==> config.mk <==
export PLATFORM = sky130hd
export DESIGN_NAME = timer_countdown_mmss
export DESIGN_NICKNAME = d
export VERILOG_FILES = /design/src/rtl/timer_countdown_mmss.sv
export SDC_FILE = /design/constraint.sdc
export NUM_CORES = 1
export LEC_CHECK = 0
export CAP_MARGIN = 0
export CORE_MARGIN = 4
export CORE_UTILIZATION = 49
export CTS_CLUSTER_DIAMETER = 50
export CTS_CLUSTER_SIZE = 24
export DETAILED_ROUTE_END_ITERATION = 6
export HOLD_SLACK_MARGIN = 0.06
export PLACE_DENSITY = 0.87
export SLEW_MARGIN = 20
export SYNTH_ARGS = -nofsm -noshare
export SYNTH_HDL_FRONTEND = slang
export SYNTH_SLANG_ARGS = --single-unit
==> constraint.sdc <==
create_clock -name CLK_100HZ -period 2.2 [get_ports CLK_100HZ]
set_input_delay 0.66 -clock CLK_100HZ [delete_from_list [all_inputs] [get_ports CLK_100HZ]]
set_output_delay 0.66 -clock CLK_100HZ [all_outputs]
set_load 0.05 [all_outputs]
==> src/rtl/timer_countdown_mmss.sv <==
// rtl/timer_countdown_mmss.sv - M:SS BCD cook-time register with keypad entry and 1 Hz countdown
module timer_countdown_mmss #(
    parameter int unsigned SYNC_STAGES     = 2,
    parameter logic [3:0]  SEC_TENS_RELOAD = 4'd5
) (
    input  logic       CLK_100HZ,
    input  logic       CLR_N,
    input  logic [3:0] D,
    input  logic       LOAD_N,
    input  logic       EN_N,
    input  logic       TICK_1HZ,
    input  logic       CANCEL,
    output logic [3:0] SEC_ONES,
    output logic [3:0] SEC_TENS,
    output logic [3:0] MIN_ONES,
    output logic       ZERO,
    output logic       DONE
);

    typedef enum logic [1:0] {
        ST_ENTRY   = 2'd0,
        ST_COUNT   = 2'd1,
        ST_EXPIRED = 2'd2
    } state_t;

    state_t                          state_q, state_d;
    logic [SYNC_STAGES-1:0]          load_sync_q, load_sync_d;
    logic [SYNC_STAGES-1:0][3:0]     d_sync_q, d_sync_d;
    logic                            load_prev_q, load_prev_d;
    logic [3:0]                      sec_ones_q, sec_ones_d;
    logic [3:0]                      sec_tens_q, sec_tens_d;
    logic [3:0]                      min_ones_q, min_ones_d;
    logic                            zero_q, zero_d;
    logic                            done_q, done_d;

    logic                            load_event;
    logic [3:0]                      d_synced;
    logic [3:0]                      dec_sec_ones, dec_sec_tens, dec_min_ones;
    logic                            dec_is_zero;

    // Synchronizer chains idle high so that reset release never looks like a key press
    always_comb begin
        load_sync_d = {load_sync_q[SYNC_STAGES-2:0], LOAD_N};
        d_sync_d    = {d_sync_q[SYNC_STAGES-2:0], D};
        load_prev_d = load_sync_q[SYNC_STAGES-1];
        load_event  = ~load_sync_q[SYNC_STAGES-1] & load_prev_q;
        d_synced    = d_sync_q[SYNC_STAGES-1];
    end

    // One-second borrow chain; only meaningful when the value is non-zero
    always_comb begin
        dec_sec_ones = sec_ones_q;
        dec_sec_tens = sec_tens_q;
        dec_min_ones = min_ones_q;
        if (sec_ones_q != 4'd0) begin
            dec_sec_ones = sec_ones_q - 4'd1;
        end else if (sec_tens_q != 4'd0) begin
            dec_sec_ones = 4'd9;
            dec_sec_tens = sec_tens_q - 4'd1;
        end else if (min_ones_q != 4'd0) begin
            dec_sec_ones = 4'd9;
            dec_sec_tens = SEC_TENS_RELOAD;
            dec_min_ones = min_ones_q - 4'd1;
        end
        dec_is_zero = (dec_sec_ones == 4'd0) && (dec_sec_tens == 4'd0)
                   && (dec_min_ones == 4'd0);
    end

    // State is resolved first; the datapath then acts on both current and next state
    always_comb begin
        state_d    = state_q;
        sec_ones_d = sec_ones_q;
        sec_tens_d = sec_tens_q;
        min_ones_d = min_ones_q;
        done_d     = 1'b0;

        if (CANCEL) begin
            state_d    = ST_ENTRY;
            sec_ones_d = 4'd0;
            sec_tens_d = 4'd0;
            min_ones_d = 4'd0;
        end else begin
            case (state_q)
                ST_ENTRY: begin
                    if (EN_N && !zero_q) begin
                        state_d = ST_COUNT;
                    end
                end
                ST_COUNT: begin
                    if (!EN_N) begin
                        state_d = ST_ENTRY;
                    end else if (TICK_1HZ && !zero_q) begin
                        sec_ones_d = dec_sec_ones;
                        sec_tens_d = dec_sec_tens;
                        min_ones_d = dec_min_ones;
                        if (dec_is_zero) begin
                            state_d = ST_EXPIRED;
                            done_d  = 1'b1;
                        end
                    end
                end
                ST_EXPIRED: begin
                    if (!EN_N) begin
                        state_d = ST_ENTRY;
                    end
                end
                default: state_d = ST_ENTRY;
            endcase

            if ((state_q == ST_ENTRY) && (state_d == ST_ENTRY) && load_event
                && (d_synced <= 4'd9)) begin
                min_ones_d = sec_tens_q;
                sec_tens_d = sec_ones_q;
                sec_ones_d = d_synced;
            end
        end

        zero_d = ~|{min_ones_d, sec_tens_d, sec_ones_d};
    end

    always_ff @(posedge CLK_100HZ or negedge CLR_N) begin
        if (!CLR_N) begin
            state_q     <= ST_ENTRY;
            load_sync_q <= '1;
            d_sync_q    <= '1;
            load_prev_q <= 1'b1;
            sec_ones_q  <= 4'd0;
            sec_tens_q  <= 4'd0;
            min_ones_q  <= 4'd0;
            zero_q      <= 1'b1;
            done_q      <= 1'b0;
        end else begin
            state_q     <= state_d;
            load_sync_q <= load_sync_d;
            d_sync_q    <= d_sync_d;
            load_prev_q <= load_prev_d;
            sec_ones_q  <= sec_ones_d;
            sec_tens_q  <= sec_tens_d;
            min_ones_q  <= min_ones_d;
            zero_q      <= zero_d;
            done_q      <= done_d;
        end
    end

    assign SEC_ONES = sec_ones_q;
    assign SEC_TENS = sec_tens_q;
    assign MIN_ONES = min_ones_q;
    assign ZERO     = zero_q;
    assign DONE     = done_q;

endmodule

==> reports/metrics.yaml, run 1 <==
die:
  fp.dieArea_um2: 4659
  core_area_um2: 3416
  chipWidth_um: 68.26
  placementRows: 21
  start_util_pct: 52.09
  chipHeight_um: 68.26
  ioPinCount: 24
cells_and_area:
  number_of_nets_at_the_end_of_the_flow: 282
  n_antenna_cell: 0
  fillerInstances: 192
  commonest_non_fill_non_tap_cell_in_the_layout: "sky130_fd_sc_hd__buf_4"
  final_layout_size_suffix_gt1_share_pct: 52.06
  layout-area-overhead-vs-synth_pct: 55.13
  post-route-util_pct: 80.81
  highest_count_cells_in_the_layout_ignoring_fill_and_taps: "69 x sky130_fd_sc_hd__buf_4, 17 x sky130_fd_sc_hd__nor2_1, 12 x sky130_fd_sc_hd__dfstp_2, 12 x sky130_fd_sc_hd__nand2_1, 9 x sky130_fd_sc_hd__dfrtp_1"
clocking:
  clkLatencyLatePin_ns: 0.32
  htree_num_levels: 1
  clock_path_buffers: 2
  clk_root_buffer_cell: "sky130_fd_sc_hd__clkbuf_4"
  tritoncts.num_buffers: 3
  cts-hold-fix-buffers: 0
  cts_tree: "done"
  cts.reportedPaths.clkPinSlew_ns: 0.12
  cts.sinks: 27
critical_path:
  path_max_fanout: 7
  timing.critical_path.to_type: "flip-flop"
  max_stage_delay_ns: 0.43
  count_of_buffer_and_inverter_cells_on_the_critical_path: 2
  crit_chain: "inv_2, ha_4, or3b_4, buf_6, nor3_4, a21boi_1, a311oi_2, a211oi_2, nor4b_2"
  data_required_time_at_the_worst_endpoint_ns: 2.45
  reg2reg_to: "ZERO$_DFF_PN1_"
  timing.rr.start: "SEC_ONES[1]$_DFF_PN0_"
  critPathKind: "reg -> reg"
  r2r_slack_ns: -0.17
  critical_path_depth: 9
  critical_path.slowest_cell: "sky130_fd_sc_hd__dfrtp_2"
  worstRegToRegCells: 9
  cp-start-kind: "flip-flop"
  timing.critical_path.max_delay_family: "simple AND/OR/NAND/NOR gates"
  data_arrival_time_at_the_worst_slack_endpoint_ns: 2.62
yosys:
  post_synth_inst_count: 189
  synth.yosys.warnings: 0
  syn-num-nets: 203
  post_synth_num_cell_types: 59
  ys.flop_type: "sky130_fd_sc_hd__dfrtp_1"
  synth_seq_area_share_pct: 38.82
  asyncSetResetFlopFracSynth_pct: 100.0
  synth_edf_count: 0
  post_synth.cell_area_avg_um2: 9.414
  post_synth_instance_area_um2: 1779
  synth_seq_cells: 27
power_and_ir_drop:
  p_leak_nw: 1.193
  ir_drop_uv: 553.9
  p_total_mw: 1.827
  power-per-cell-area_nw_per_um2: 661.7
placement:
  post-dp-hpwl_um: 4409
  buffer_ports.inserted: 23
  place_worst_setup_slack_ns: -0.7384
  finalWeightedCongestion: 1.012
timing:
  max_freq_mhz: 422.1
  finalHoldViolCount: 0
  hold_ws_ns: 0.3676
  layout_setup_ws_ns: -0.1691
  setup-violations-final: 4
  final.setup_skew_ns: 0.002329
  tightest_slew_ns: 0.4965
  tmin_final_ns: 2.369
  rsz0062_at_grt: "yes"
  max-slew-margin-rel_pct: 66.80
  totalNegativeSetupSlack_ns: -0.2461
  post-route-period-util_pct: 107.7
  final_max_slew_viol_count: 0
global_routing:
  first_pass_grt_wire_length_um: 9729
  globalRouteMet1Util_pct: 35.94
  grt_pass1_vias: 1953
  grtUsageMet3_pct: 4.269
  gr-max-usage-layer: "met2"
  antenna_found_initial: 0
  grt.met2_usage_pct: 49.22
  global_route.overflow_total: 0
  grt_util_all_layers_pct: 28.78
  grt_max_degree: 28
worst_hold_path:
  holdCritPathClass: "reg -> reg"
  holdPathEnd: "d_synced[2]$_DFF_PN1_"
  min_path_cells: 0
  hp-start: "d_sync_d[6]$_DFF_PN1_"
detailed_routing:
  wirelength_routed_um: 6225
  drt_pre_antenna_iters: 4
  route.detailed.wl_per_inst_um: 19.89
  dr.first_iter.drc_count: 222
  post_drt_via_cell_ratio: 6.288
  ant_nets: 0
  vias: 1968
  remaining_drc_errors: 0
job:
  cap_viol_max_count: 0
run_status:
  run_status: "finished, violations left"
  violations_in_the_final_reports: "setup timing"
-- synthesized netlist by cell type (4+ instances only) --
master                      n  area (um^2)
sky130_fd_sc_hd__a21oi_1   10        50.05
sky130_fd_sc_hd__nand2_1   14        52.55
sky130_fd_sc_hd__ha_1       4        50.05
sky130_fd_sc_hd__dfrtp_1   15        375.4
sky130_fd_sc_hd__dfstp_2   12        315.3
sky130_fd_sc_hd__inv_1      7        26.28
sky130_fd_sc_hd__o31ai_1    5        37.54
sky130_fd_sc_hd__nor2_1    18        67.56
sky130_fd_sc_hd__nor3_1     7        35.03
sky130_fd_sc_hd__buf_2      5        25.02
sky130_fd_sc_hd__nand3_1    7        35.03
sky130_fd_sc_hd__a211oi_1   5        37.54
sky130_fd_sc_hd__a211o_1    4        35.03
sky130_fd_sc_hd__nor4_1     4        25.02
-- worst register-to-register path, cell delays in order (launching register included) --
cell and delay (ns):
sky130_fd_sc_hd__dfrtp_2 0.43, sky130_fd_sc_hd__inv_2 0.08, sky130_fd_sc_hd__ha_4 0.14, sky130_fd_sc_hd__or3b_4 0.42, sky130_fd_sc_hd__buf_6 0.17, sky130_fd_sc_hd__nor3_4 0.17
sky130_fd_sc_hd__a21boi_1 0.12, sky130_fd_sc_hd__a311oi_2 0.38, sky130_fd_sc_hd__a211oi_2 0.11, sky130_fd_sc_hd__nor4b_2 0.27
-- layout make-up --
class / instances / area [um^2] / share of cell area, %
Clock buffer: 4 / 26.28 / 0.9519
Tap cell: 46 / 57.56 / 2.085
Inverter: 7 / 26.28 / 0.9519
Multi-Input combinational cell: 144 / 1250 / 45.29
Sequential cell: 27 / 698.2 / 25.29
Timing Repair Buffer: 85 / 701.9 / 25.43
-- state kept, by name (all words and copies together) (netlist names) --
| signal | flops |
|---|---|
| DONE | 1 |
| MIN_ONES | 4 |
| SEC_ONES | 4 |
| SEC_TENS | 4 |
| ZERO | 1 |
| d_sync_d | 4 |
| d_synced | 4 |
| load_prev_q | 1 |
| load_sync_q | 2 |
| state_q | 2 |
-- report_power, final --
| group | internal, mW | switching (mW) | total (mW) |
|---|---|---|---|
| registers | 0.550 | 0.0421 | 0.592 |
| clock network | 0.0712 | 0.133 | 0.204 |
| logic | 0.485 | 0.546 | 1.03 |
| total | 1.11 | 0.721 | 1.83 |
-- worst max path at each step --
| stage | slack [ns] | from | endpoint |
|---|---|---|---|
| floorplan | -0.18 | SEC_ONES[1]$_DFF_PN0_ | ZERO$_DFF_PN1_ |
| global placement | -0.69 | EN_N | ZERO$_DFF_PN1_ |
| detailed placement | -0.74 | EN_N | ZERO$_DFF_PN1_ |
| CTS | -0.1 | SEC_ONES[1]$_DFF_PN0_ | ZERO$_DFF_PN1_ |
| global route | -0.26 | SEC_ONES[1]$_DFF_PN0_ | ZERO$_DFF_PN1_ |
| finish | -0.17 | SEC_ONES[1]$_DFF_PN0_ | ZERO$_DFF_PN1_ |
-- logic make-up (layout without fill, tap and decap cells) --
logic type / Yosys count / count (layout) / share of synthesized area, %
simple gates: 90 / 90 / 31.22
compound gates: 46 / 46 / 20.18
flops: 27 / 27 / 38.82
buf+inv: 18 / 96 / 4.782
fa+ha+maj: 4 / 4 / 2.813
mux: 3 / 3 / 1.688
xor+xnor: 1 / 1 / 0.4924
-- through the flow --
stage | cell area, um^2 | instances
6_report | 2760 | 313
5_1_grt | 2760 | 313
3_3_place_gp | 2504 | 306
4_1_cts | 2698 | 312
2_1_floorplan | 1858 | 189
3_5_place_dp | 2504 | 306
-- routing by layer --
metal | wire [um] | vias to the layer above
met5 | 0 | -
met4 | 191 | 0
met3 | 432 | 23
met2 | 3187 | 102
met1 | 2414 | 969
li1 | - | 874
-- timing repair --
action / CTS / global route
gates cloned: 0 / 0
buffers inserted: 2 / 1
resized for setup: 30 / 11
endpoints found under the setup margin: 12 / 10
pin swaps: 13 / 8
Note: power is estimated with default switching activity, not from simulation.
==> run 2, diff against run 1 <==
- SLEW_MARGIN: 20 -> default
==> results of run 2 <==
Final layout, timing and power as in run 1 (identical DEF).
==> run 3, diff against run 2 <==
- CORE_UTILIZATION: 49 -> 55
- PLACE_DENSITY: 0.87 -> 0.92
- clock period: 2.2 -> 2.62 ns (I/O delays scaled with it)
==> run 3 against run 2 <==
Net effect: the run now ends clean; largest power group unchanged; critical path depth is 1 lower; critical endpoint unchanged; cell count is 8.6% lower; utilization is 2.8 points lower; setup slack better by 0.19 ns; cell area is 13% lower; combinational power is 37% lower; worst hold slack worse by 0.010 ns; clock power is 15% lower; sequential power is 14% lower; global-route usage is 3.8 points lower; sequential cell count stayed put; non-clock buffer count is 26 lower.
==> reports/metrics.yaml, run 3 (same netlist as run 1, synthesis figures left out) <==
run_status:
  run_status: "complete, no violations"
critical_path:
  data_arrival_time_at_the_worst_slack_endpoint_ns: 2.84
  timing.critical_path.to_type: "flip-flop"
  data_required_time_at_the_worst_endpoint_ns: 2.86
  critPathKind: "in -> reg"
  reg2reg_to: "ZERO$_DFF_PN1_"
  timing.rr.start: "SEC_ONES[0]$_DFF_PN0_"
  worstRegToRegCells: 8
  path_max_fanout: 5
  critical_path.slowest_cell: "sky130_fd_sc_hd__clkdlybuf4s50_1"
  max_stage_delay_ns: 0.53
  cp-start-kind: "input pin"
  r2r_slack_ns: 0.11
  crit_chain: "clkdlybuf4s50_1, nand4b_4, buf_6, o41ai_4, nand2_1, nor4b_4, o311ai_2, nor4b_2"
power_and_ir_drop:
  p_leak_nw: 1.063
  power.switching_fraction_pct: 39.52
  power-per-cell-area_nw_per_um2: 557.0
  share_comb_of_total_power_pct: 48.9
  ir_drop_uv: 485.1
  power.internal_mw: 0.8088
  seqPwrFrac_pct: 38.1
  p_switching_mw: 0.5285
  p_clk_share_pct: 13.0
die:
  start_util_pct: 57.80
  chipHeight_um: 64.88
  placementRows: 20
  ioPinCount: 24
  chipWidth_um: 64.88
  fp.dieArea_um2: 4209
  core_area_um2: 3078
timing:
  hold_ws_ns: 0.3576
  tightest_slew_ns: 0.5999
  finalHoldViolCount: 0
  post-route-period-util_pct: 99.02
  rsz0062_at_grt: "no"
  final.setup_skew_ns: 0.007741
  setup-violations-final: 0
  max-slew-margin-rel_pct: 59.88
  final_max_slew_viol_count: 0
  tmin_final_ns: 2.594
  max_freq_mhz: 385.5
cells_and_area:
  layout-area-overhead-vs-synth_pct: 34.95
  fin_area_um2: 2401
  number_of_nets_at_the_end_of_the_flow: 257
  final_layout_size_suffix_gt1_share_pct: 28.51
  n_antenna_cell: 0
  commonest_non_fill_non_tap_cell_in_the_layout: "sky130_fd_sc_hd__buf_4"
  highest_count_cells_in_the_layout_ignoring_fill_and_taps: "35 x sky130_fd_sc_hd__buf_4, 20 x sky130_fd_sc_hd__clkdlybuf4s50_1, 18 x sky130_fd_sc_hd__nor2_1"
detailed_routing:
  wirelength_routed_um: 5158
  post_drt_via_cell_ratio: 6.385
  drt_pre_antenna_iters: 5
  vias: 1826
  ant_nets: 0
  remaining_drc_errors: 0
  route.detailed.wl_per_inst_um: 18.03
  dr.first_iter.drc_count: 169
clocking:
  cts.sinks: 27
  cts-hold-fix-buffers: 0
  clkLatencyLatePin_ns: 0.33
  postCtsSetupBuffers: 0
  cts.reportedPaths.clkPinSlew_ns: 0.14
  htree_num_levels: 1
  clk_root_buffer_cell: "sky130_fd_sc_hd__clkbuf_4"
  tritoncts.num_buffers: 3
  cts_tree: "done"
  clock_path_buffers: 2
worst_hold_path:
  hp-start: "d_sync_d[5]$_DFF_PN1_"
  min_path_cells: 0
  holdPathEnd: "d_synced[1]$_DFF_PN1_"
  holdCritPathClass: "reg -> reg"
global_routing:
  grt_max_degree: 28
  grt_pass1_vias: 1755
  grt_util_all_layers_pct: 24.96
  global_route.overflow_total: 0
  antenna_found_initial: 0
  first_pass_grt_wire_length_um: 8259
placement:
  post-dp-hpwl_um: 3797
  buffer_ports.inserted: 23
  finalWeightedCongestion: 0.9308
  dpl-instance-area_um2: 2276
job:
  cap_viol_max_count: 0
## run 3: final cells by class
type	instances	area, um^2
multi-input cells	145	1094
repair buffers	59	508.0
well taps	44	55.05
clock buffers	3	22.52
flip-flops and latches	27	690.7
inverters	7	26.28
clock inverters	1	5.005
fillers	201	676.9
## run 3: worst max-delay path, delay by kind of cell
kind | cells | cell delay [ns]
buf+inv | 2 | 0.71
simple gates | 4 | 0.87
compound gates | 2 | 0.47
## run 3: how the worst max path moves through the flow
stage / startpoint / endpoint / slack, ns / cells past startpoint
floorplan: SEC_TENS[0]$_DFF_PN0_ / ZERO$_DFF_PN1_ / 0.05 / 9
global placement: EN_N / ZERO$_DFF_PN1_ / -0.32 / 8
detailed placement: EN_N / ZERO$_DFF_PN1_ / -0.52 / 8
CTS: TICK_1HZ / ZERO$_DFF_PN1_ / 0.02 / 8
global route: TICK_1HZ / ZERO$_DFF_PN1_ / 0.007 / 8
finish: TICK_1HZ / ZERO$_DFF_PN1_ / 0.03 / 8
## run 3: what timing repair did
action,4_1_cts,5_1_grt
setup endpoints to repair,1,2
cloned,0,1
pin swaps,4,4
resized for setup,6,10
## run 3: power groups by stage
stage | registers (mW) | clock network (mW) | logic, mW
2_1_floorplan | 0.577 | 0 | 0.313
3_3_place_gp | 0.511 | 0 | 0.584
3_5_place_dp | 0.513 | 0 | 0.599
4_1_cts | 0.506 | 0.182 | 0.616
5_1_grt | 0.513 | 0.197 | 0.693
6_report | 0.510 | 0.173 | 0.654
## run 3: stage by stage
step / TNS, ns / std cells / utilization, % / worst slack [ns] / power, mW
floorplan: 0 / 189 / - / 0.04764 / 0.8897
global placement: -1.041 / 281 / 73.94 / -0.3206 / 1.096
detailed placement: -1.536 / 281 / 73.94 / -0.5169 / 1.112
CTS: 0 / 285 / 75.89 / 0.02207 / 1.305
global route: 0 / 286 / 78.01 / 0.006831 / 1.403
finish: 0 / 286 / 78.01 / 0.02574 / 1.337
## run 3: metal layers
layer,GRT usage [%],part of all wire (%)
met1,33.11,39
met5,0,0
met4,7.124,2.2
met2,40.49,49
met3,5.893,10
